===== config.mk =====
export PLATFORM = sky130hd
export DESIGN_NAME = mem_lsu
export DESIGN_NICKNAME = d
export VERILOG_FILES = /design/src/rtl/mem_lsu.sv
export SDC_FILE = /design/constraint.sdc
export NUM_CORES = 1
export LEC_CHECK = 0
export BUFFER_PORTS_ARGS = -buffer_cell sky130_fd_sc_hd__buf_2
export CORE_MARGIN = 2
export CORE_UTILIZATION = 49
export DETAILED_ROUTE_END_ITERATION = 7
export PLACE_DENSITY = 0.77
export SLEW_MARGIN = 10
export SYNTH_ARGS = -nofsm -noshare
export SYNTH_HDL_FRONTEND = slang
export SYNTH_SLANG_ARGS = --single-unit

===== constraint.sdc =====
create_clock -name clk -period 2.5 [get_ports clk]
set_input_delay 0 -clock clk [delete_from_list [all_inputs] [get_ports clk]]
set_output_delay 0 -clock clk [all_outputs]
set_load 0.005 [all_outputs]

===== src/rtl/mem_lsu.sv =====
// mem_lsu: load/store sequencer between the CPU datapath and a 256 x 8-bit
// synchronous memory. A byte/half/word request becomes 1/2/4 consecutive
// single-byte accesses. Read data is assembled little-endian and one response
// pulse is returned per request.
// Optional feature: define MEM_LSU_ALIGN_CHECK_EN to reject misaligned requests
// with resp_err instead of performing them byte-by-byte.
module mem_lsu #(
    parameter int ADDR_W = 8,
    parameter int DATA_W = 32
) (
    input  logic              clk,
    input  logic              rst_n,
    input  logic              req_valid,
    output logic              req_ready,
    input  logic              req_write,
    input  logic [1:0]        req_size,
    input  logic [ADDR_W-1:0] req_addr,
    input  logic [DATA_W-1:0] req_wdata,
    output logic              resp_valid,
    output logic [DATA_W-1:0] resp_rdata,
    output logic              resp_err,
    output logic              mem_we,
    output logic [ADDR_W-1:0] mem_addr,
    output logic [7:0]        mem_wdata,
    input  logic [7:0]        mem_rdata
);

    typedef enum logic [1:0] {IDLE, ISSUE, DRAIN, RESP} state_t;

    state_t              state, state_nxt;
    logic                accept;
    logic                last_byte;
    logic                align_err;
    logic                err_q;

    // Request captured on the accept edge
    logic                wr_q;
    logic [1:0]          last_q;
    logic [ADDR_W-1:0]   base_q;
    logic [DATA_W-1:0]   wdata_q;

    // Index of the byte currently presented on mem_addr
    logic [1:0]          k_q;
    logic [1:0]          k_nxt;

    // Read capture stage: one cycle behind the address stage
    logic                vld_p1;
    logic [1:0]          idx_p1;
    logic [DATA_W-1:0]   asm_q;
    logic [DATA_W-1:0]   asm_merged;

    // Index of the final byte: size 3 is handled as a word
    function automatic logic [1:0] last_index(input logic [1:0] size);
        case (size)
            2'd0:    return 2'd0;
            2'd1:    return 2'd1;
            default: return 2'd3;
        endcase
    endfunction

`ifdef MEM_LSU_ALIGN_CHECK_EN
    // Half needs addr[0]=0, word needs addr[1:0]=0, size 3 is never legal
    function automatic logic misaligned(input logic [1:0] size, input logic [1:0] a);
        case (size)
            2'd0:    return 1'b0;
            2'd1:    return a[0];
            2'd2:    return a != 2'b00;
            default: return 1'b1;
        endcase
    endfunction

    assign align_err = misaligned(req_size, req_addr[1:0]);
`else
    assign align_err = 1'b0;
`endif

    assign req_ready  = (state == IDLE);
    assign resp_valid = (state == RESP);
    assign resp_err   = err_q;
    assign last_byte  = (k_q == last_q);
    assign k_nxt      = k_q + 2'd1;

    // Next-state decode and accept strobe
    always_comb begin
        state_nxt = state;
        accept    = 1'b0;
        case (state)
            IDLE: begin
                if (req_valid) begin
                    accept    = 1'b1;
                    state_nxt = align_err ? RESP : ISSUE;
                end
            end
            ISSUE: begin
                if (last_byte) begin
                    state_nxt = wr_q ? RESP : DRAIN;
                end
            end
            DRAIN:   state_nxt = RESP;
            RESP:    state_nxt = IDLE;
            default: state_nxt = IDLE;
        endcase
    end

    // State register
    always_ff @(posedge clk) begin
        if (!rst_n) begin
            state <= IDLE;
        end else begin
            state <= state_nxt;
        end
    end

    // Memory interface: load byte 0 on accept, then step through the bytes
    always_ff @(posedge clk) begin
        if (!rst_n) begin
            mem_we    <= 1'b0;
            mem_addr  <= '0;
            mem_wdata <= '0;
        end else if (accept && !align_err) begin
            mem_we    <= req_write;
            mem_addr  <= req_addr;
            mem_wdata <= req_wdata[7:0];
        end else if (state == ISSUE) begin
            if (last_byte) begin
                mem_we <= 1'b0;
            end else begin
                mem_addr  <= base_q + ADDR_W'(k_nxt);
                mem_wdata <= wdata_q[{k_nxt, 3'b000} +: 8];
            end
        end
    end

    // Request latch, byte counter and read assembly (data path, no reset)
    always_ff @(posedge clk) begin
        if (accept) begin
            wr_q    <= req_write;
            last_q  <= last_index(req_size);
            base_q  <= req_addr;
            wdata_q <= req_wdata;
            k_q     <= 2'd0;
            asm_q   <= '0;
        end else begin
            if (state == ISSUE && !last_byte) begin
                k_q <= k_nxt;
            end
            asm_q <= asm_merged;
        end
        idx_p1 <= k_q;
    end

    // Capture-valid tracks a load address presented in the previous cycle
    always_ff @(posedge clk) begin
        if (!rst_n) begin
            vld_p1 <= 1'b0;
        end else begin
            vld_p1 <= (state == ISSUE) && !wr_q;
        end
    end

    // Merge the byte returned this cycle into the assembly value
    always_comb begin
        asm_merged = asm_q;
        if (vld_p1) begin
            asm_merged[{idx_p1, 3'b000} +: 8] = mem_rdata;
        end
    end

    // Response data and error, held until the next response
    always_ff @(posedge clk) begin
        if (!rst_n) begin
            resp_rdata <= '0;
            err_q      <= 1'b0;
        end else begin
            if (accept) begin
                err_q <= align_err;
            end
            if (accept && align_err) begin
                resp_rdata <= '0;
            end else if (state == ISSUE && last_byte && wr_q) begin
                resp_rdata <= '0;
            end else if (state == DRAIN) begin
                resp_rdata <= asm_merged;
            end
        end
    end

endmodule


==> results of run 1 <==
## placed cells by master (no fill, tap or decap), types with 2 or more instances in the layout
| master | count |
|---|---|
| clkinv_2 | 2 |
| nand2_1 | 28 |
| a211oi_1 | 30 |
| xnor2_2 | 2 |
| o311ai_0 | 3 |
| dlygate4sd3_1 | 53 |
| clkbuf_16 | 16 |
| nand4_1 | 5 |
| a211oi_2 | 3 |
| o21ai_0 | 6 |
| and4_1 | 3 |
| xnor2_1 | 3 |
| clkinvlp_4 | 3 |
| buf_4 | 5 |
| inv_1 | 6 |
| edfxtp_1 | 43 |
| xor2_1 | 5 |
| nand3_1 | 9 |
| dfxtp_1 | 88 |
| buf_12 | 2 |
| nor2_1 | 74 |
| buf_2 | 104 |
| ha_1 | 11 |
| clkinv_1 | 2 |
| a22oi_1 | 32 |
| mux4_2 | 7 |
| a21oi_1 | 6 |
| a311oi_1 | 8 |
| bufinv_16 | 6 |
## through the flow
stage	std cells	worst slack (ns)
after floorplan	426	0.472
after global placement	642	0.620
after detailed placement	642	0.488
after CTS	727	0.460
after global routing	727	0.297
final	727	0.443
## routing by layer
metal,GRT usage,part of all wire,vias up
li1,-,-,1888
met1,0.287,0.40,1959
met2,0.410,0.52,165
met3,0.0693,0.065,32
met4,0.119,0.022,0
met5,0,0,-
## layout make-up
cell class / count / area, um^2 / area share
clock buffer: 18 / 418 / 0.0612
clock inverter: 14 / 234 / 0.0343
inverter: 8 / 30.0 / 0.00440
multi-input combinational: 259 / 1800 / 0.263
sequential: 131 / 3050 / 0.447
tap: 133 / 166 / 0.0244
timing repair buffer: 164 / 1130 / 0.165
## flip-flops by register name, indices dropped and copies added (netlist names), 2 cells and up
name / count
asm_q: 32
base_q: 8
idx_p1: 2
k_q: 2
last_q: 2
mem_addr: 8
mem_wdata: 8
resp_rdata: 32
state: 2
wdata_q: 32
## worst paths after layout
kind                                     from       endpoint  slack (ns)  cells past startpoint
worst max-delay path                idx_p1[0]  resp_rdata[6]        0.44                      5
worst min-delay path            req_wdata[15]    wdata_q[15]        0.19                      2
worst max register to register      idx_p1[0]  resp_rdata[6]        0.44                      5
worst min register to register           wr_q         vld_p1        0.44                      1
## what timing repair did
item                                    in CTS  in global routing
hold buffers                                53                  0
hold endpoints to repair                   119                  0
endpoints found under the setup margin       0                  0
buffers inserted                             0                  0
## power groups by stage
stage	logic (mW)	clock network (mW)	registers, mW
6_report	2.25	2.74	3.08
5_1_grt	2.47	2.85	3.13
4_1_cts	2.23	2.75	3.07
3_5_place_dp	2.13	0	3.10
3_3_place_gp	2.05	0	3.07
2_1_floorplan	1.41	0	3.07
## cells by family (layout without fill, tap and decap cells)
family          count (synthesis)  in the layout
compound gates                 98             98
buf+inv                        36            204
mux                             8              8
flops                         131            131
simple gates                  129            129
fa+ha+maj                      13             13
other cells                     1              1
xor+xnor                       10             10
==> results by group, run 1 <==
Outcome
  – Status: finished, final reports clean

Synthesis
  – Prevailing post-synth register cell: dfxtp_1
  – Most frequent cell after synthesis: dfxtp_1
  – Area leader, netlist: dfxtp_1
  – XOR/XNOR Fraction of Synth Area: 0.0204
  – Synth Area in Simple Gates: 0.114
  – Sequential area share after synthesis: 0.608
  – Post-synthesis mux area share: 0.0366
  – Largest family of logic cells by synthesized area: compound AO/OA/AOI/OAI gates
  – Adder-cell share of the synthesized area: 0.0339
  – Synthesized area: 0.00502 mm^2
  – Syn Nets: 493
  – Number of synthesized flops with an enable pin: 43
  – Mapped Cells: 426
  – Compound-Gate Fraction of Synth Area: 0.152
  – Main area contributors after synthesis: dfxtp_1, edfxtp_1, nor2_1, a22oi_1, a211oi_1
  – Yosys warnings: 0
  – Synth Register Bits: 131
  – Post-synth top cells: dfxtp_1, nor2_1, edfxtp_1
  – Fraction of registers with async set or reset after synthesis: 0
  – Netlist cell types: 48
  – Yosys top cell area share: 0.351
  – Syn Area/Cell: 11.8 um^2

Clocking
  – Clock root buffer: clkbuf_8
  – Clock Sinks: 131
  – CTS resizes: 0
  – CTS H-tree lvls: 4
  – CTS clk-pin slew, worst paths: 0.06 ns
  – Clk_lat worst skew: 0.52 ns
  – CTS Buf Count: 17
  – Clk buf depth: 2
  – CTS tree: yes

Pwr
  – Switching part of the total: 0.313
  – Sw Pwr: 2.52 mW
  – Sequential power share: 0.382
  – Tot Pwr: 8.06 mW
  – Comb power frac: 0.278
  – Maximum vdd drop: 0.583 mV
  – Clock Power Share: 0.340
  – Pint: 5.54 mW
  – P_leak: 2.73 nW
  – PwrDens: 1180 mW/mm^2

Die
  – # IOs: 106
  – Die width: 105 um
  – Row count: 36
  – Die Area: 0.0111 mm^2
  – Core area: 0.00986 mm^2
  – Chip height: 105 um
  – Initial Util: 0.509

Global routing
  – Gr ovfl total: 0
  – Initial antenna violation count: 0
  – First-pass GRT wire length: 21000 um
  – Vias in the first global route: 4171
  – Largest net degree at the start of global routing: 59
  – Gr usage total: 0.244

STA
  – RSZ-0062 raised after global routing: no
  – Fin crit share: 0.823
  – Fin. max-slew vios: 0
  – Endpoints failing hold: 0
  – Max_slew headroom: 0.626
  – Skew final: 0.00905 ns
  – Final setup viols: 0
  – Hold slack final: 0.191 ns
  – Total negative slack: 0 ns
  – Least-Margin Pin Slew: 0.560 ns
  – Peak Freq: 0.486 GHz
  – Tmin final: 2.06 ns

Final layout
  – Fin area: 0.00683 mm^2
  – Share of layout cells above drive strength 1: 0.273
  – # diodes: 0
  – Final #Nets: 648
  – Layout area overhead: 35.9%
  – Post-layout util: 0.692
  – Filler cells: 660

Setup path
  – Worst Path Required: 2.93 ns
  – Worst Path Arrival: 2.49 ns
  – Top delay family on crit path: simple AND/OR/NAND/NOR gates
  – CP Class: reg -> reg
  – Critical-path cell list: inv_1 -> ha_1 -> nor4b_4 -> a22oi_1 -> a211oi_2
  – Setup crit start kind: register
  – Worst setup EP type: register
  – CP max FO: 8
  – CP Buf/Inv Count: 1
  – CP max-delay cell: nor4b_4
  – Max stage delay on crit path: 0.51 ns

Route
  – DRC: 0
  – Number of vias per cell: 5.56
  – WL/cell: 18.1 um
  – Routed WL: 13200 um
  – First-iteration detailed-routing DRC count: 256
  – Vias after detailed routing: 4044
  – First drt pass iteration count: 5
  – Post-route ant nets: 0

Placed design
  – Placed Area: 0.00565 mm^2
  – HPWL Detailed: 7700 um
  – Count of input and output buffers: 104
  – Gpl congestion: 0.766

Flow run
  – Max_cap viols: 0

Hold path
  – Hold/Removal Path Class: in -> reg
Note: power is estimated with default switching activity, not from simulation.
==> run 2, diff against run 1 <==
Settings changed: ABC_AREA set to 1, PLACE_DENSITY 0.77 to 0.76.
Clock period 2.5 ns to 1.8 ns, I/O delays scaled along.
==> run 2 against run 1 <==
Effect of this change:
- clock skew is 0.0041 ns lower
- largest power group unchanged
- final cell count rose by 31%
- count of clock-buffer cells in the layout up 2
- critical endpoint is now mem_addr[4]
- global-route usage is 0.39 points higher
- critical path type unchanged
==> results by group, run 2 <==
Synthesis
  – Mapped Cells: 627 (+47%)
  – Most frequent cell after synthesis: nand2_1
  – Synthesized area: 0.00538 mm^2 (+7.2%)
  – Main area contributors after synthesis: dfxtp_1, edfxtp_1, nand2_1, a21oi_1, inv_1
  – Yosys warnings: 0 (unchanged)
  – Fraction of registers with async set or reset after synthesis: 0 (unchanged)
  – Sequential area share after synthesis: 0.567 (-0.0407)
  – Synth Register Bits: 131 (unchanged)
  – Netlist cell types: 34 (-29%)
  – Yosys top cell area share: 0.327 (-0.0235)
  – Prevailing post-synth register cell: dfxtp_1
  – Syn Nets: 694 (+41%)
  – Number of synthesized flops with an enable pin: 43 (unchanged)
  – Post-synth top cells: nand2_1, dfxtp_1, a21oi_1
  – Area leader, netlist: dfxtp_1
  – Syn Area/Cell: 8.59 um^2 (-27%)

Final layout
  – Layout area overhead: 35.3%
  – # diodes: 0 (unchanged)
  – Most used cells in the layout excluding fill and tap cells: nand2_1, buf_2, dfxtp_1, a21oi_1, inv_1
  – Commonest non-fill, non-tap cell in the layout: nand2_1
  – Share of layout cells above drive strength 1: 0.226 (-0.0470)
  – Largest regs: asm_q: 32 flops, resp_rdata: 32 flops, wdata_q: 32 flops
  – Final #Nets: 869 (+34%)

Setup path
  – CP max FO: 4 (-4)
  – Setup crit start kind: register
  – Worst Path Arrival: 2.11 ns (-0.38 ns)
  – Max stage delay on crit path: 0.41 ns (-0.10 ns)
  – CP Class: reg -> reg
  – Worst Path Required: 2.22 ns (-0.71 ns)
  – Worst setup EP type: register
  – CP max-delay cell: fa_1
  – R2R cell count: 7 (+2)
  – Critical-path cell list: inv_2 -> ha_1 -> fa_1 -> nand3_1 -> xor2_1 -> a21o_1 -> a21oi_1

Die
  – Core area: 0.0108 mm^2 (+9.4%)
  – # IOs: 106 (unchanged)
  – Row count: 38 (+5.6%)
  – Die Area: 0.0118 mm^2 (+6.9%)
  – Initial Util: 0.499 (-0.0104)
  – Chip height: 109 um (+3.4%)
  – Die width: 109 um (+3.4%)

Route
  – Number of vias per cell: 5.15 (-7.5%)
  – Vias after detailed routing: 4914 (+22%)
  – First-iteration detailed-routing DRC count: 288 (+13%)
  – Post-route ant nets: 0 (unchanged)
  – Routed WL: 14200 um (+8.1%)
  – DRC: 0 (unchanged)
  – WL/cell: 14.9 um (-18%)
  – First drt pass iteration count: 5 (unchanged)

STA
  – Tmin final: 1.68 ns (-0.373 ns)
  – Skew final: 0.00499 ns (-0.00407 ns)
  – Hold slack final: 0.166 ns (-0.0244 ns)
  – Total negative slack: 0 ns (unchanged)
  – Fin crit share: 0.936 (+0.113)
  – Peak Freq: 0.594 GHz (+22%)
  – Fin. max-slew vios: 0 (unchanged)
  – Final setup viols: 0 (unchanged)
  – Endpoints failing hold: 0 (unchanged)

Global routing
  – Initial antenna violation count: 0 (unchanged)
  – First-pass GRT wire length: 22400 um (+6.6%)
  – Vias in the first global route: 4896 (+17%)
  – Largest net degree at the start of global routing: 33 (-44%)
  – Gr ovfl total: 0 (unchanged)
  – Gr usage total: 0.248 (+0.00391)

Flow run
  – Max_cap viols: 0 (unchanged)

Pwr
  – PwrDens: 1420 mW/mm^2 (+20%)
  – Switching part of the total: 0.344 (+0.0308)
  – Sw Pwr: 3.54 mW (+40%)
  – P_leak: 3.14 nW (+15%)
  – Pint: 6.77 mW (+22%)
  – Comb power frac: 0.301 (+0.023)
  – Clock Power Share: 0.332 (-0.008)
  – Maximum vdd drop: 1.33 mV (+130%)
  – Sequential power share: 0.367 (-0.015)

Placed design
  – Count of input and output buffers: 104 (unchanged)
  – HPWL Detailed: 8940 um (+16%)
  – Gpl congestion: 0.816 (+6.5%)

Clocking
  – Clk buf depth: 2 (unchanged)
  – CTS Buf Count: 17 (unchanged)
  – CTS tree: yes
  – CTS H-tree lvls: 4 (unchanged)
  – Clock Sinks: 131 (unchanged)
  – Clock root buffer: clkbuf_8
  – CTS clk-pin slew, worst paths: 0.06 ns (about the same)
  – Clk_lat worst skew: 0.53 ns (about the same)

Hold path
  – WHS Path Cells: 2 (unchanged)
  – Hold/Removal Path Class: in -> reg

Outcome
  – Status: finished, final reports clean
run 2: critical path, delay by kind of cell (launching register included):
family,cells,cell delay [ns]
adders and majority gates,2,0.62
xor gates and xnor gates,1,0.19
AOI/OAI and AO/OA,2,0.18
and+or+nand+nor,1,0.15
DFF,1,0.37
buffers and inverters,1,0.05
run 2: path summary, 6_finish.rpt:
kind	start	endpoint	slack (ns)
hold / removal	req_wdata[21]	wdata_q[21]	0.17
hold reg to reg	resp_rdata[29]	resp_rdata[29]	0.46
setup / recovery	k_q[0]	mem_addr[4]	0.12
setup reg to reg	k_q[0]	mem_addr[4]	0.12
run 2: repair_timing:
item | CTS | global route
setup buffers | 0 | 3
endpoints found under the hold margin | 129 | 0
hold buffers | 53 | 0
resized for setup | 0 | 12
setup endpoints to repair | 0 | 18
run 2: power by group through the flow:
stage          Sequential (mW)  Combinational [mW]  Clock (mW)
2_1_floorplan             3.81                1.93           0
3_3_place_gp              3.80                2.79           0
3_5_place_dp              3.82                2.89           0
4_1_cts                   3.77                3.02        3.45
5_1_grt                   3.82                3.44        3.58
6_report                  3.79                3.11        3.42
run 2: cells by family (layout without fill, tap and decap cells):
group / Yosys count / in the layout / synth area share
fa+ha+maj: 13 / 13 / 0.0316
compound gates: 116 / 116 / 0.115
other cells: 1 / 1 / 0.000697
simple gates: 274 / 274 / 0.211
flops: 131 / 131 / 0.567
xor+xnor: 3 / 3 / 0.00488
buf+inv: 89 / 277 / 0.0697
run 2: through the flow:
stage | util | power, mW | area [um^2] | std cells | setup slack [ns]
2_1_floorplan | - | 5.74 | 5390 | 627 | 0.0404
3_5_place_dp | 0.568 | 6.71 | 6130 | 867 | 0.119
5_1_grt | 0.675 | 10.8 | 7280 | 955 | -0.0157
6_report | 0.675 | 10.3 | 7280 | 955 | 0.115
4_1_cts | 0.671 | 10.2 | 7250 | 952 | 0.0442
3_3_place_gp | 0.568 | 6.59 | 6130 | 867 | 0.196
run 2: final cells by class:
| cell class | instances | area, um^2 |
|---|---|---|
| repair buffers | 181 | 1260 |
| fillers | 816 | 3510 |
| well taps | 140 | 175 |
| clock inverters | 12 | 156 |
| clock buffers | 20 | 425 |
| multi-input cells | 407 | 1970 |
| inverters | 64 | 240 |
| flip-flops and latches | 131 | 3060 |
run 2: routing by layer:
| layer | share of wire | GRT usage | routed length [um] |
|---|---|---|---|
| met5 | 0 | 0 | 0 |
| met4 | 0.026 | 0.118 | 376 |
| met3 | 0.067 | 0.0652 | 947 |
| met2 | 0.51 | 0.451 | 7320 |
| met1 | 0.39 | 0.267 | 5580 |
